### config.mk
export PLATFORM = sky130hd
export DESIGN_NAME = digit_entry_buffer
export DESIGN_NICKNAME = d
export VERILOG_FILES = /design/src/rtl/digit_entry_buffer.sv
export SDC_FILE = /design/constraint.sdc
export NUM_CORES = 1
export LEC_CHECK = 0
export CAP_MARGIN = 5
export CORE_MARGIN = 4
export CORE_UTILIZATION = 59
export DETAILED_ROUTE_END_ITERATION = 16
export GPL_TIMING_DRIVEN = 1
export PLACE_DENSITY = 0.85
export SLEW_MARGIN = 0
export SYNTH_ARGS = -nofsm -noshare
export SYNTH_HDL_FRONTEND = slang
export SYNTH_SLANG_ARGS = --single-unit
### constraint.sdc
create_clock -name clk -period 9.1 [get_ports clk]
set_input_delay 1.82 -clock clk [delete_from_list [all_inputs] [get_ports clk]]
set_output_delay 1.82 -clock clk [all_outputs]
set_load 0.01 [all_outputs]
### src/rtl/digit_entry_buffer.sv
// -----------------------------------------------------------------------------
// digit_entry_buffer
//
// Multi-digit keypad entry buffer. Collects up to NDIGITS decimal keypresses as
// packed BCD with backspace and clear. ENTER starts a BCD-to-binary conversion
// that processes one digit per cycle. The result is then presented on `value`
// together with a one-cycle `value_valid` pulse.
//
// Optional feature: define SIGN_EN to add a sign flag. KEY_SIGN toggles the
// flag, and it is presented on `value_neg` alongside the result. `value`
// always carries the unsigned magnitude.
//
// Ports:
//   clk          in   system clock, rising edge
//   nrst         in   asynchronous active-low reset
//   keystrobe    in   one-cycle pulse, keycode valid this cycle
//   keycode      in   key identifier, 0-9 are digits
//   isdig        out  keystrobe with a digit keycode (any state)
//   reject       out  keystrobe present but the key is not accepted
//   digits       out  BCD buffer, nibble 0 = least significant digit
//   count        out  number of digits held
//   busy         out  conversion in progress (CONV or DONE)
//   value        out  binary result, held until the next conversion completes
//   value_neg    out  sign of the result (SIGN_EN builds only)
//   value_valid  out  one-cycle pulse when value updates
// -----------------------------------------------------------------------------
module digit_entry_buffer #(
   parameter int         NDIGITS   = 4,
   parameter int         VAL_W     = 14,
   parameter logic [3:0] KEY_BKSP  = 4'hB,
   parameter logic [3:0] KEY_CLR   = 4'hC,
   parameter logic [3:0] KEY_ENTER = 4'hE,
   parameter logic [3:0] KEY_SIGN  = 4'hD
) (
   input  logic                           clk,
   input  logic                           nrst,
   input  logic                           keystrobe,
   input  logic [3:0]                     keycode,
   output logic                           isdig,
   output logic                           reject,
   output logic [4*NDIGITS-1:0]           digits,
   output logic [$clog2(NDIGITS+1)-1:0]   count,
   output logic                           busy,
   output logic [VAL_W-1:0]               value,
`ifdef SIGN_EN
   output logic                           value_neg,
`endif
   output logic                           value_valid
);

   localparam int DW = 4 * NDIGITS;
   localparam int CW = $clog2(NDIGITS + 1);
   localparam int IW = (NDIGITS > 1) ? $clog2(NDIGITS) : 1;

   function automatic logic [63:0] pow10(input int n);
      logic [63:0] p;
      p = 64'd1;
      for (int i = 0; i < n; i++) begin
         p = p * 64'd10;
      end
      return p;
   endfunction

   // Elaboration-time sanity checks on the parameter set.
   if (NDIGITS < 1) begin : g_bad_ndigits
      $error("digit_entry_buffer: NDIGITS must be >= 1");
   end
   if ((64'd1 << VAL_W) < pow10(NDIGITS)) begin : g_bad_val_w
      $error("digit_entry_buffer: VAL_W too narrow for NDIGITS decimal digits");
   end
   if (KEY_BKSP <= 4'd9 || KEY_CLR <= 4'd9 || KEY_ENTER <= 4'd9 || KEY_SIGN <= 4'd9) begin : g_bad_keys
      $error("digit_entry_buffer: control keycodes must not overlap digits");
   end

   typedef enum logic [1:0] {
      S_IDLE,
      S_CONV,
      S_DONE
   } state_t;

   state_t             state_q;
   logic [DW-1:0]      digits_q;
   logic [CW-1:0]      count_q;
   logic [IW-1:0]      idx_q;
   logic [VAL_W-1:0]   acc_q;
   logic [VAL_W-1:0]   acc_d;
   logic [VAL_W-1:0]   value_q;
   logic               value_valid_q;
   logic [3:0]         cur_digit;
   logic               full;
   logic               empty;
`ifdef SIGN_EN
   logic               neg_q;
   logic               value_neg_q;
`endif

   assign full  = (count_q == CW'(NDIGITS));
   assign empty = (count_q == '0);

   assign isdig       = keystrobe && (keycode <= 4'd9);
   assign digits      = digits_q;
   assign count       = count_q;
   assign busy        = (state_q != S_IDLE);
   assign value       = value_q;
   assign value_valid = value_valid_q;
`ifdef SIGN_EN
   assign value_neg   = value_neg_q;
`endif

   // Most significant held digit is processed first, so idx walks downward.
   assign cur_digit = digits_q[{idx_q, 2'b00} +: 4];

   // acc*10 as shift-and-add.
   always_comb begin
      acc_d = (acc_q << 3) + (acc_q << 1) + VAL_W'(cur_digit);
   end

   always_comb begin
      reject = 1'b0;
      if (keystrobe) begin
         if (state_q != S_IDLE) begin
            reject = 1'b1;
         end else if (keycode <= 4'd9) begin
            reject = full;
         end else if (keycode == KEY_BKSP || keycode == KEY_ENTER) begin
            reject = empty;
         end
      end
   end

   always_ff @(posedge clk or negedge nrst) begin
      if (!nrst) begin
         state_q       <= S_IDLE;
         digits_q      <= '0;
         count_q       <= '0;
         idx_q         <= '0;
         acc_q         <= '0;
         value_q       <= '0;
         value_valid_q <= 1'b0;
`ifdef SIGN_EN
         neg_q         <= 1'b0;
         value_neg_q   <= 1'b0;
`endif
      end else begin
         value_valid_q <= 1'b0;
         case (state_q)
            S_IDLE: begin
               if (keystrobe) begin
                  if (keycode <= 4'd9) begin
                     if (!full) begin
                        digits_q <= (digits_q << 4) | DW'(keycode);
                        count_q  <= count_q + 1'b1;
                     end
                  end else if (keycode == KEY_BKSP) begin
                     if (!empty) begin
                        digits_q <= digits_q >> 4;
                        count_q  <= count_q - 1'b1;
                     end
                  end else if (keycode == KEY_CLR) begin
                     digits_q <= '0;
                     count_q  <= '0;
`ifdef SIGN_EN
                     neg_q    <= 1'b0;
`endif
                  end else if (keycode == KEY_ENTER) begin
                     if (!empty) begin
                        state_q <= S_CONV;
                        idx_q   <= IW'(count_q - 1'b1);
                        acc_q   <= '0;
                     end
`ifdef SIGN_EN
                  end else if (keycode == KEY_SIGN) begin
                     neg_q <= ~neg_q;
`endif
                  end
               end
            end
            S_CONV: begin
               acc_q <= acc_d;
               if (idx_q == '0) begin
                  // Capture the final sum on DONE entry so value is already
                  // stable while value_valid is high.
                  state_q       <= S_DONE;
                  value_q       <= acc_d;
                  value_valid_q <= 1'b1;
`ifdef SIGN_EN
                  value_neg_q   <= neg_q;
`endif
               end else begin
                  idx_q <= idx_q - 1'b1;
               end
            end
            S_DONE: begin
               digits_q <= '0;
               count_q  <= '0;
`ifdef SIGN_EN
               neg_q    <= 1'b0;
`endif
               state_q  <= S_IDLE;
            end
            default: begin
               state_q <= S_IDLE;
            end
         endcase
      end
   end

endmodule
==> impl_metrics.py <==
metrics = {
    "outcome": {
        "status": "finished clean",
    },
    "synthesis": {
        "synth_edf_count": 0,
        "synth_cell_types": 48,
        "netlist_instances": 294,
        "async_flop_share": 1.00,
        "synth-main-ff-cell": "dfrtp_1",
        "synth_nets": 329,
        "avgSynthCellArea_um2": 10.4,
        "yosys_warnings": 0,
        "ys_seq_elements": 51,
        "synthesis.area_um2": 3070,
        "seq_area_frac_synth": 0.416,
    },
    "clocking": {
        "clk_pin_slew_worst_paths_ns": 0.09,
        "cts_hold_buf": 0,
        "cts_max_path_buffers": 2,
        "clk_latency_ns": 0.31,
        "cts_setup_buffers": 0,
        "root_buffer": "clkbuf_8",
        "cts_resized": 0,
        "numCtsBuffers": 5,
        "htreeDepth": 2,
        "cts_tree": "yes",
        "clock_sinks": 51,
    },
    "worst_setup_path": {
        "rr_worst_depth": 10,
        "crit_chain": "clkdlybuf4s50_1, o21ai_1, mux2_2, nand2_1, a21boi_0, clkdlybuf4s50_1",
        "startpoint_type": "input pin",
        "r2r_end": "acc_q[11]",
        "critPathMaxFanout": 8,
        "cp.required_ns": 7.28,
        "path_delay_family": "buffers and inverters",
        "worst_setup_path_end_kind": "output port",
        "cp.arrival_ns": 3.88,
        "cp_slowest_cell": "clkdlybuf4s50_1",
        "reg2reg_setup_slack_ns": 5.85,
        "worst-path-buf-inv": 2,
        "path_common_cell": "clkdlybuf4s50_1",
        "worst-setup-path-type": "in2out",
        "crit_path_max_incr_delay_ns": 0.56,
        "r2r-start": "idx_q[0]",
        "crit_cells": 6,
    },
    "die": {
        "core_area_um2": 4880,
        "start_util": 0.628,
        "die_y_um": 80.1,
        "ioPinCount": 44,
        "die_area_um2": 6420,
        "num_rows": 25,
        "fp.dieW_um": 80.1,
    },
    "timing": {
        "hold_viol": 0,
        "setup_viol": 0,
        "finClkSkew_ns": 0.00517,
        "slew_violations": 0,
        "fin_crit_ns": 5.70,
        "slew_headroom": 0.377,
        "fmaxAchievable_ghz": 0.175,
        "setup_ws_ns": 3.40,
        "tns_ns": 0,
        "rsz0062_at_grt": "false",
        "worst_slew_pin_slew_ns": 0.933,
        "fin_crit_sh": 0.627,
    },
    "global_route": {
        "use_met2": 0.365,
        "top_usage_layer": "met2",
        "antenna_found_initial": 0,
        "grt_usage": 0.232,
        "grt_max_degree": 52,
        "grt_use_met3": 0.0370,
        "grt_pass1_wl_um": 11600,
        "grtUsageMet1": 0.331,
        "grt_overflow_total": 0,
        "grt_pass1_vias": 2372,
    },
    "cells_and_area": {
        "multi_input_comb_area_um2": 1670,
        "nNetsFinal": 373,
        "layout_commonest_cell": "dfrtp_1",
        "final_util": 0.745,
        "antenna_cells": 0,
        "drive_gt1_frac": 0.118,
        "area_growth_syn_to_layout_pct": 18.6,
        "stdcell_count": 406,
        "fillers": 363,
        "final_cell_mix": "51 x dfrtp_1, 42 x clkdlybuf4s50_1, 36 x nand2_1",
        "regArea_um2": 1280,
    },
    "pwr": {
        "finalPower_mw": 1.30,
        "ir_worst_vdd_uv": 176,
        "powerDensity_nw_per_um2": 359,
        "leakagePower_nw": 1.73,
    },
    "place": {
        "place_inst": 398,
        "io_buffers": 43,
        "post-dp-hpwl_um": 4940,
        "gp_congestion": 0.876,
        "dp_slack_ns": 3.42,
    },
    "min_path": {
        "min_delay_path_depth": 2,
        "min_path_type": "reg2reg",
        "min_from": "value[3]",
        "hold_path_end": "value[3]",
    },
    "routing": {
        "drt_first_iter_violations": 123,
        "first_pass_iters": 4,
        "ant_nets": 0,
        "drt-total-wl_um": 6670,
        "wl_per_cell_um": 16.4,
        "route.vias.total": 2381,
        "drc": 0,
        "viasPerCell": 5.86,
    },
    "flow_run": {
        "cap_violations": 0,
    },
}
## state kept, by name, indices dropped and copies added, names as in the netlist
register / count
digits: 16
value: 14
acc_q: 13
count: 3
idx_q: 2
state_q: 2
value_valid: 1
## how the worst max path moves through the flow
stage / from / end / slack (ns)
after floorplan: keycode[3] / reject / 4.49
after global placement: keycode[1] / reject / 3.45
after detailed placement: keycode[1] / reject / 3.42
after CTS: keycode[1] / reject / 3.41
after global routing: keycode[1] / reject / 3.21
final: keycode[1] / reject / 3.40
## logic make-up after synthesis
kind of cell	synth area share
AND/OR/NAND/NOR	0.136
adder cells (fa/ha/maj)	0.119
AO/OA/AOI/OAI	0.179
flip-flops	0.416
buffers and inverters	0.0396
XOR/XNOR	0.0200
multiplexers	0.0902
## synth_stat cells, types with 3 or more instances
master,count,area (µm²)
or3_1,4,25.0
nor2_1,8,30.0
nor2b_1,6,37.5
nand2_1,36,135
o21ai_0,17,85.1
xor2_1,4,35.0
a211oi_1,4,30.0
mux4_2,4,90.1
a32o_1,4,40.0
xnor2_1,3,26.3
a21oi_1,13,65.1
and2_1,6,37.5
inv_1,21,78.8
nand3_1,4,20.0
nand2b_1,6,37.5
mux2i_1,4,40.0
a31o_2,5,43.8
dfrtp_1,51,1280
or2_2,3,18.8
ha_1,26,325
a31oi_1,3,18.8
a22o_1,12,105
a21o_1,6,45.0
mux2_2,13,146
clkbuf_1,4,15.0
## through the flow
step / hold WS [ns] / area (µm²)
floorplan: 0.470 / 3070
global placement: 0.462 / 3550
detailed placement: 0.467 / 3550
CTS: 0.490 / 3640
global route: 0.532 / 3640
finish: 0.482 / 3640
## area by class of cell
class | instances | share of cell area
multi-input combinational | 214 | 0.459
sequential | 51 | 0.351
clock buffer | 5 | 0.0189
tap | 67 | 0.0231
inverter | 21 | 0.0217
clock inverter | 3 | 0.00516
timing repair buffer | 45 | 0.121
## worst min-delay path, stage by stage, from the launching register on
cell	delay (ns)
dfrtp_1	0.35
nand2_1	0.04
o21ai_0	0.05
## layer usage
metal | wire [µm] | share of wire | vias to the layer above
met5 | 0 | 0 | -
met4 | 101 | 0.015 | 0
met3 | 275 | 0.041 | 9
met2 | 3240 | 0.49 | 66
met1 | 3050 | 0.46 | 1153
li1 | - | - | 1153
## power by group
group          switching (mW)  total, mW  internal (mW)
clock                  0.0797      0.134         0.0543
combinational           0.368      0.746          0.378
sequential              0.101      0.425          0.324
Note: power is estimated with default switching activity, not from simulation.
